[src/rtl/gemm_stream_sequencer.sv]
// rtl/gemm_stream_sequencer.sv - Row stream sequencer, tag pipeline and result FIFO for the GEMM systolic core
package gemm_seq_pkg;
    typedef enum logic [1:0] {
        CMD_NONE          = 2'd0,
        CMD_WRITE_WEIGHTS = 2'd1,
        CMD_STREAM        = 2'd2
    } command_t;
endpackage

module gemm_stream_sequencer
    import gemm_seq_pkg::*;
#(
    parameter int SA_SIZE    = 4,
    parameter int ACT_W      = 8,
    parameter int FIFO_DEPTH = 8
) (
    input  logic                          clk,
    input  logic                          resetn,
    input  logic                          in_valid,
    output logic                          in_ready,
    input  logic [SA_SIZE-1:0][ACT_W-1:0] in_data,
    input  logic                          in_last,
    input  logic                          wload_valid,
    output logic                          wload_ready,
    output command_t                      gemm_cmd,
    output logic [SA_SIZE-1:0][ACT_W-1:0] gemm_act_in,
    input  logic [SA_SIZE-1:0][ACT_W-1:0] gemm_act_out,
    output logic                          out_valid,
    input  logic                          out_ready,
    output logic [SA_SIZE-1:0][ACT_W-1:0] out_data,
    output logic                          out_last,
    output logic                          job_done,
    output logic                          busy
);
    localparam int LAT = 2 * SA_SIZE - 1;
    localparam int PW  = (FIFO_DEPTH > 1) ? $clog2(FIFO_DEPTH) : 1;
    localparam int CW  = $clog2(FIFO_DEPTH + LAT + 2);

    // Stage i of the tag pipeline tracks a row that entered the core i edges ago.
    logic [LAT:0]                  tag_v_q, tag_v_d;
    logic [LAT:0]                  tag_l_q, tag_l_d;
    logic [SA_SIZE-1:0][ACT_W-1:0] mem_q [FIFO_DEPTH];
    logic [FIFO_DEPTH-1:0]         mem_last_q;
    logic [PW-1:0]                 wr_ptr_q, wr_ptr_d;
    logic [PW-1:0]                 rd_ptr_q, rd_ptr_d;
    logic [CW-1:0]                 count_q, count_d;
    logic [CW-1:0]                 tags_cnt;
    logic                          accept;
    logic                          push;
    logic                          pop;

    function automatic logic [PW-1:0] ptr_inc(input logic [PW-1:0] p);
        return (p == PW'(FIFO_DEPTH - 1)) ? '0 : p + 1'b1;
    endfunction

    // Count rows in flight; each one holds a reserved FIFO slot (credit).
    always_comb begin
        tags_cnt = '0;
        for (int i = 0; i <= LAT; i++) begin
            tags_cnt = tags_cnt + CW'(tag_v_q[i]);
        end
    end

    // Handshakes, core command and bubble insertion; nothing is granted while in reset.
    always_comb begin
        in_ready    = resetn && !wload_valid && ((count_q + tags_cnt) < CW'(FIFO_DEPTH));
        accept      = in_valid && in_ready;
        wload_ready = resetn && wload_valid && (tag_v_q == '0);
        if (wload_ready) begin
            gemm_cmd = CMD_WRITE_WEIGHTS;
        end else if (accept || (|tag_v_q[LAT-1:0])) begin
            gemm_cmd = CMD_STREAM;
        end else begin
            gemm_cmd = CMD_NONE;
        end
        gemm_act_in = accept ? in_data : '0;
        push        = tag_v_q[LAT];
        out_valid   = (count_q != '0);
        pop         = out_valid && out_ready;
        out_data    = mem_q[rd_ptr_q];
        out_last    = out_valid && mem_last_q[rd_ptr_q];
        job_done    = pop && out_last;
        busy        = (|tag_v_q) || out_valid;
    end

    // Next state of the tag pipeline and FIFO bookkeeping.
    always_comb begin
        tag_v_d  = {tag_v_q[LAT-1:0], accept};
        tag_l_d  = {tag_l_q[LAT-1:0], accept && in_last};
        wr_ptr_d = push ? ptr_inc(wr_ptr_q) : wr_ptr_q;
        rd_ptr_d = pop ? ptr_inc(rd_ptr_q) : rd_ptr_q;
        count_d  = count_q;
        if (push && !pop) begin
            count_d = count_q + 1'b1;
        end else if (pop && !push) begin
            count_d = count_q - 1'b1;
        end
    end

    // State registers; reset wipes tags and FIFO contents so nothing stale survives.
    always_ff @(posedge clk) begin
        if (!resetn) begin
            tag_v_q    <= '0;
            tag_l_q    <= '0;
            wr_ptr_q   <= '0;
            rd_ptr_q   <= '0;
            count_q    <= '0;
            mem_last_q <= '0;
            for (int i = 0; i < FIFO_DEPTH; i++) begin
                mem_q[i] <= '0;
            end
        end else begin
            assert (!(push && !pop && (count_q == CW'(FIFO_DEPTH))));
            tag_v_q  <= tag_v_d;
            tag_l_q  <= tag_l_d;
            wr_ptr_q <= wr_ptr_d;
            rd_ptr_q <= rd_ptr_d;
            count_q  <= count_d;
            if (push) begin
                mem_q[wr_ptr_q]      <= gemm_act_out;
                mem_last_q[wr_ptr_q] <= tag_l_q[LAT];
            end
        end
    end
endmodule
[config.mk]
export PLATFORM = sky130hd
export DESIGN_NAME = gemm_stream_sequencer
export DESIGN_NICKNAME = d
export VERILOG_FILES = /design/src/rtl/gemm_stream_sequencer.sv
export SDC_FILE = /design/constraint.sdc
export NUM_CORES = 1
export LEC_CHECK = 0
export CAP_MARGIN = 20
export CORE_ASPECT_RATIO = 1.1
export CORE_MARGIN = 1
export CORE_UTILIZATION = 34
export DETAILED_ROUTE_END_ITERATION = 10
export PLACE_DENSITY = 0.63
export SLEW_MARGIN = 20
export SYNTH_ARGS = -nofsm -noshare
export SYNTH_HDL_FRONTEND = slang
export SYNTH_SLANG_ARGS = --single-unit
[constraint.sdc]
create_clock -name clk -period 5.6 [get_ports clk]
set_clock_uncertainty 0.15 [all_clocks]
set_input_delay 1.12 -clock clk [delete_from_list [all_inputs] [get_ports clk]]
set_output_delay 1.12 -clock clk [all_outputs]
set_load 0.02 [all_outputs]
==> reports/metrics.yaml <==
sta:
  finalSetupTns_ns: 0
  final_max_slew_viol_count: 0
  timing.final.crit_share_pct: 96.8
  minimum_clock_period_after_layout_ns: 5.42
  setup_violations: 0
  final_hold_viol_count: 0
  remaining_max_slew_budget_at_the_tightest_pin_pct: 27.2
  worst_pin_slew_ns: 1.09
  upper_clock_frequency_limit_ghz: 0.184
  rsz0062_at_grt: "no"
worst_hold_path:
  hp-class: "flop to flop"
  timing.hold.worst_endpoint: "tag_l_q[3]$_SDFF_PN0_"
  hold_path_startpoint: "tag_l_q[2]$_SDFF_PN0_"
  worst_hold_path.num_cells: 1
final_layout:
  register_area_sq_um: 8450
  commonest_non_fill_non_tap_cell_in_the_layout: "and2_1"
  multiInputGateArea_sq_um: 4990
  final_core_util_pct: 42.0
  synthToLayoutAreaGrowth_pct: 21.1
  nets: 1161
  antenna_cells_inserted: 0
  finish.cell_count_without_fillers: 1601
  post_route_cells_drive_above_1_share_pct: 23.4
  fillCellCount: 3636
  mostFrequentLayoutCells: "and2_1 (272), edfxtp_1 (256), clkdlybuf4s50_1 (107)"
  postLayoutCellArea_sq_um: 16500
floorplan:
  floorplan.rows: 76
  dieHeight_um: 212
  die_width_um: 193
  floorplan.io_pins: 142
  effective_utilization_at_floorplan_pct: 34.7
  dieArea_sq_um: 41000
  fp.coreArea_sq_um: 39400
synthesis:
  async_flop_share_pct: 0
  synth_simple_gate_area_share_pct: 15.6
  post_synth_instance_area_sq_um: 13700
  yosys_warnings: 0
  synthCells: 935
  main_flop_type_after_synthesis: "edfxtp_1"
  seq_area_frac_synth_pct: 61.9
  synth_compound_area_share_pct: 3.86
  synth_mux_area_share_pct: 14.0
  yosys_register_bits: 294
  synthDominantCellAreaShare_pct: 56.3
  post_synth_xor_area_fraction_pct: 0.128
  postSynthNetCount: 1025
  number_of_enable_flip_flop_cells_after_synthesis: 256
  post_synth_num_cell_types: 48
  synth_top_cells_by_area: "edfxtp_1 (56%), and2_1 (12%), mux4_2 (11%)"
  synth-adder-area-share_pct: 2.05
  synth_top_family_by_area: "simple AND/OR/NAND/NOR gates"
  synth_top_cell_by_area: "edfxtp_1"
  syn_avg_cell_area_sq_um: 14.6
detailed_routing:
  drt.antenna.violating_nets: 0
  post_drt_via_cell_ratio: 4.91
  aggregate_routed_wire_length_mm: 31.2
  avgRoutedWirePerCell_um: 19.5
  drt-initial-drc-count: 477
  drc: 8
  drt_pass1_iterations: 10
  detailroute.via_count: 7865
place:
  place.detailed.hpwl_mm: 17.8
  gp_routability_congestion: 0.734
  post_dp_cell_area_sq_um: 15800
  io_buffer_count: 141
  dp.cells: 1545
critical_path:
  worst-setup-path-type: "flop to output pin"
  r2r_path_start: "tag_v_q[0]$_SDFF_PN0_"
  r2r.worst_path.cells: 11
  path_max_fanout: 35
  timing.rr.end: "tag_v_q[0]$_SDFF_PN0_"
  worst_ep_required_time_ns: 4.33
  startpoint_type: "flop"
  register_to_register_path_setup_slack_ns: 1.96
  worst_setup_ep_type: "output pin"
  critical_path_arrival_ns: 4.15
clock_tree:
  clock-root-buffer: "clkbuf_16"
  cts_tree: "done"
  insertion_delay_ns: 0.56
  cts-hold-fix-buffers: 0
  cts.reportedPaths.clkPinSlew_ns: 0.06
  cts.sink_count: 294
  clock_path_buffers: 3
  cts_max_level: 1
  cts-buffers-inserted: 30
pwr:
  p_sw_share_pct: 26.4
  switching_power_uw: 1510
  power.static_leakage_uw: 0.00598
  share_comb_of_total_power_pct: 21.2
  power_frac_clock_pct: 33.4
  ir_worst_vdd_mv: 0.200
  internal-power_uw: 4210
  p_per_area_nw_per_um2: 346
  sequential_share_of_power_pct: 45.4
global_routing:
  grt_start_max_net_pins: 40
  grt_usage_pct: 15.6
  global_route.overflow_total: 0
  first_global_vias: 8181
  grt_first_pass_wirelength_mm: 47.7
  grt_antenna_before_repair: 3
run_status:
  failed_checks: "DRC"
  run_status: "finished with violations"
job:
  timing.max_cap.violations: 0
## stage by stage
| step | worst slack (ns) | hold slack [ns] | power (uW) |
|---|---|---|---|
| 4_1_cts | 0.00449 | 0.281 | 5790 |
| 3_5_place_dp | 0.286 | 0.267 | 3890 |
| 2_1_floorplan | 0.949 | 0.262 | 3420 |
| 3_3_place_gp | 0.362 | 0.268 | 3890 |
| 6_report | 0.179 | 0.278 | 5720 |
| 5_1_grt | 0.00573 | 0.306 | 5950 |
## cells by family after synthesis
group / count (synthesis)
compound gates: 68
xor+xnor: 2
fa+ha+maj: 20
buf+inv: 82
flops: 294
mux: 104
simple gates: 365
## cells in the mapped netlist, types with 2 or more instances
| cell type | instances |
|---|---|
| clkbuf_1 | 44 |
| o21ai_0 | 16 |
| and2_1 | 272 |
| nor2_1 | 11 |
| a21oi_1 | 7 |
| mux2_2 | 32 |
| a21oi_2 | 29 |
| fa_1 | 4 |
| nand2b_1 | 4 |
| buf_2 | 12 |
| edfxtp_1 | 256 |
| nor2b_1 | 4 |
| ha_1 | 16 |
| mux2i_1 | 6 |
| nand2_1 | 53 |
| o31ai_1 | 2 |
| a21boi_0 | 3 |
| nand3_1 | 8 |
| xnor2_1 | 2 |
| nor3_1 | 2 |
| inv_1 | 21 |
| dfxtp_1 | 38 |
| mux4_2 | 66 |
| buf_6 | 3 |
## layer usage
metal / up-vias / global-route usage, % / share of wire (%)
li1: 3658 / - / -
met1: 3935 / 19.8 / 42
met2: 225 / 27.4 / 51
met3: 41 / 2.97 / 6.2
met4: 6 / 3.37 / 1.5
met5: - / 0 / 0.083
## critical path: stages, from the launching register on
cell       delay (ns)
dfxtp_1          0.34
fa_1             0.53
inv_1            0.05
fa_1             0.45
fa_1             0.49
inv_1            0.04
ha_1             0.28
a211o_1          0.31
a2111oi_4        0.39
o211ai_4         0.14
buf_12           0.20
a21oi_1          0.17
buf_2            0.18
## what timing repair did
| item | 4_1_cts | 5_1_grt |
|---|---|---|
| buffers inserted | 0 | 1 |
| setup endpoints to repair | 34 | 33 |
| resized for setup | 68 | 36 |
## power groups by stage
| stage | Combinational, uW | Sequential (uW) | Clock [uW] |
|---|---|---|---|
| final | 1210 | 2600 | 1910 |
| after global routing | 1310 | 2620 | 2030 |
| after CTS | 1240 | 2610 | 1940 |
| after detailed placement | 1240 | 2650 | 0 |
| after global placement | 1240 | 2650 | 0 |
| after floorplan | 882 | 2540 | 0 |
## registers in the layout, summed over array words and instances, names as in the netlist, named ones only
signal      flops
wr_ptr_q        3
mem_q         256
rd_ptr_q        3
mem_last_q      8
tag_l_q         8
count_q         5
tag_v_q         8
## worst max path at each step
stage | start | end | slack [ns] | cells after the start
after global placement | tag_v_q[0]$_SDFF_PN0_ | gemm_act_in[31] | 0.36 | 12
after CTS | tag_v_q[0]$_SDFF_PN0_ | gemm_act_in[1] | 0.004 | 12
after detailed placement | tag_v_q[0]$_SDFF_PN0_ | gemm_act_in[31] | 0.29 | 12
after floorplan | tag_v_q[0]$_SDFF_PN0_ | gemm_act_in[10] | 0.95 | 11
final | tag_v_q[0]$_SDFF_PN0_ | gemm_act_in[31] | 0.18 | 12
after global routing | tag_v_q[0]$_SDFF_PN0_ | gemm_act_in[7] | 0.006 | 12
## final cells by class
type	instances	share of cell area (%)
clock buffers	41	5.03
clock inverters	14	0.658
inverters	21	0.476
multi-input cells	559	30.2
flip-flops and latches	294	51.1
well taps	507	3.83
repair buffers	165	8.74
Note: power is estimated with default switching activity, not from simulation.
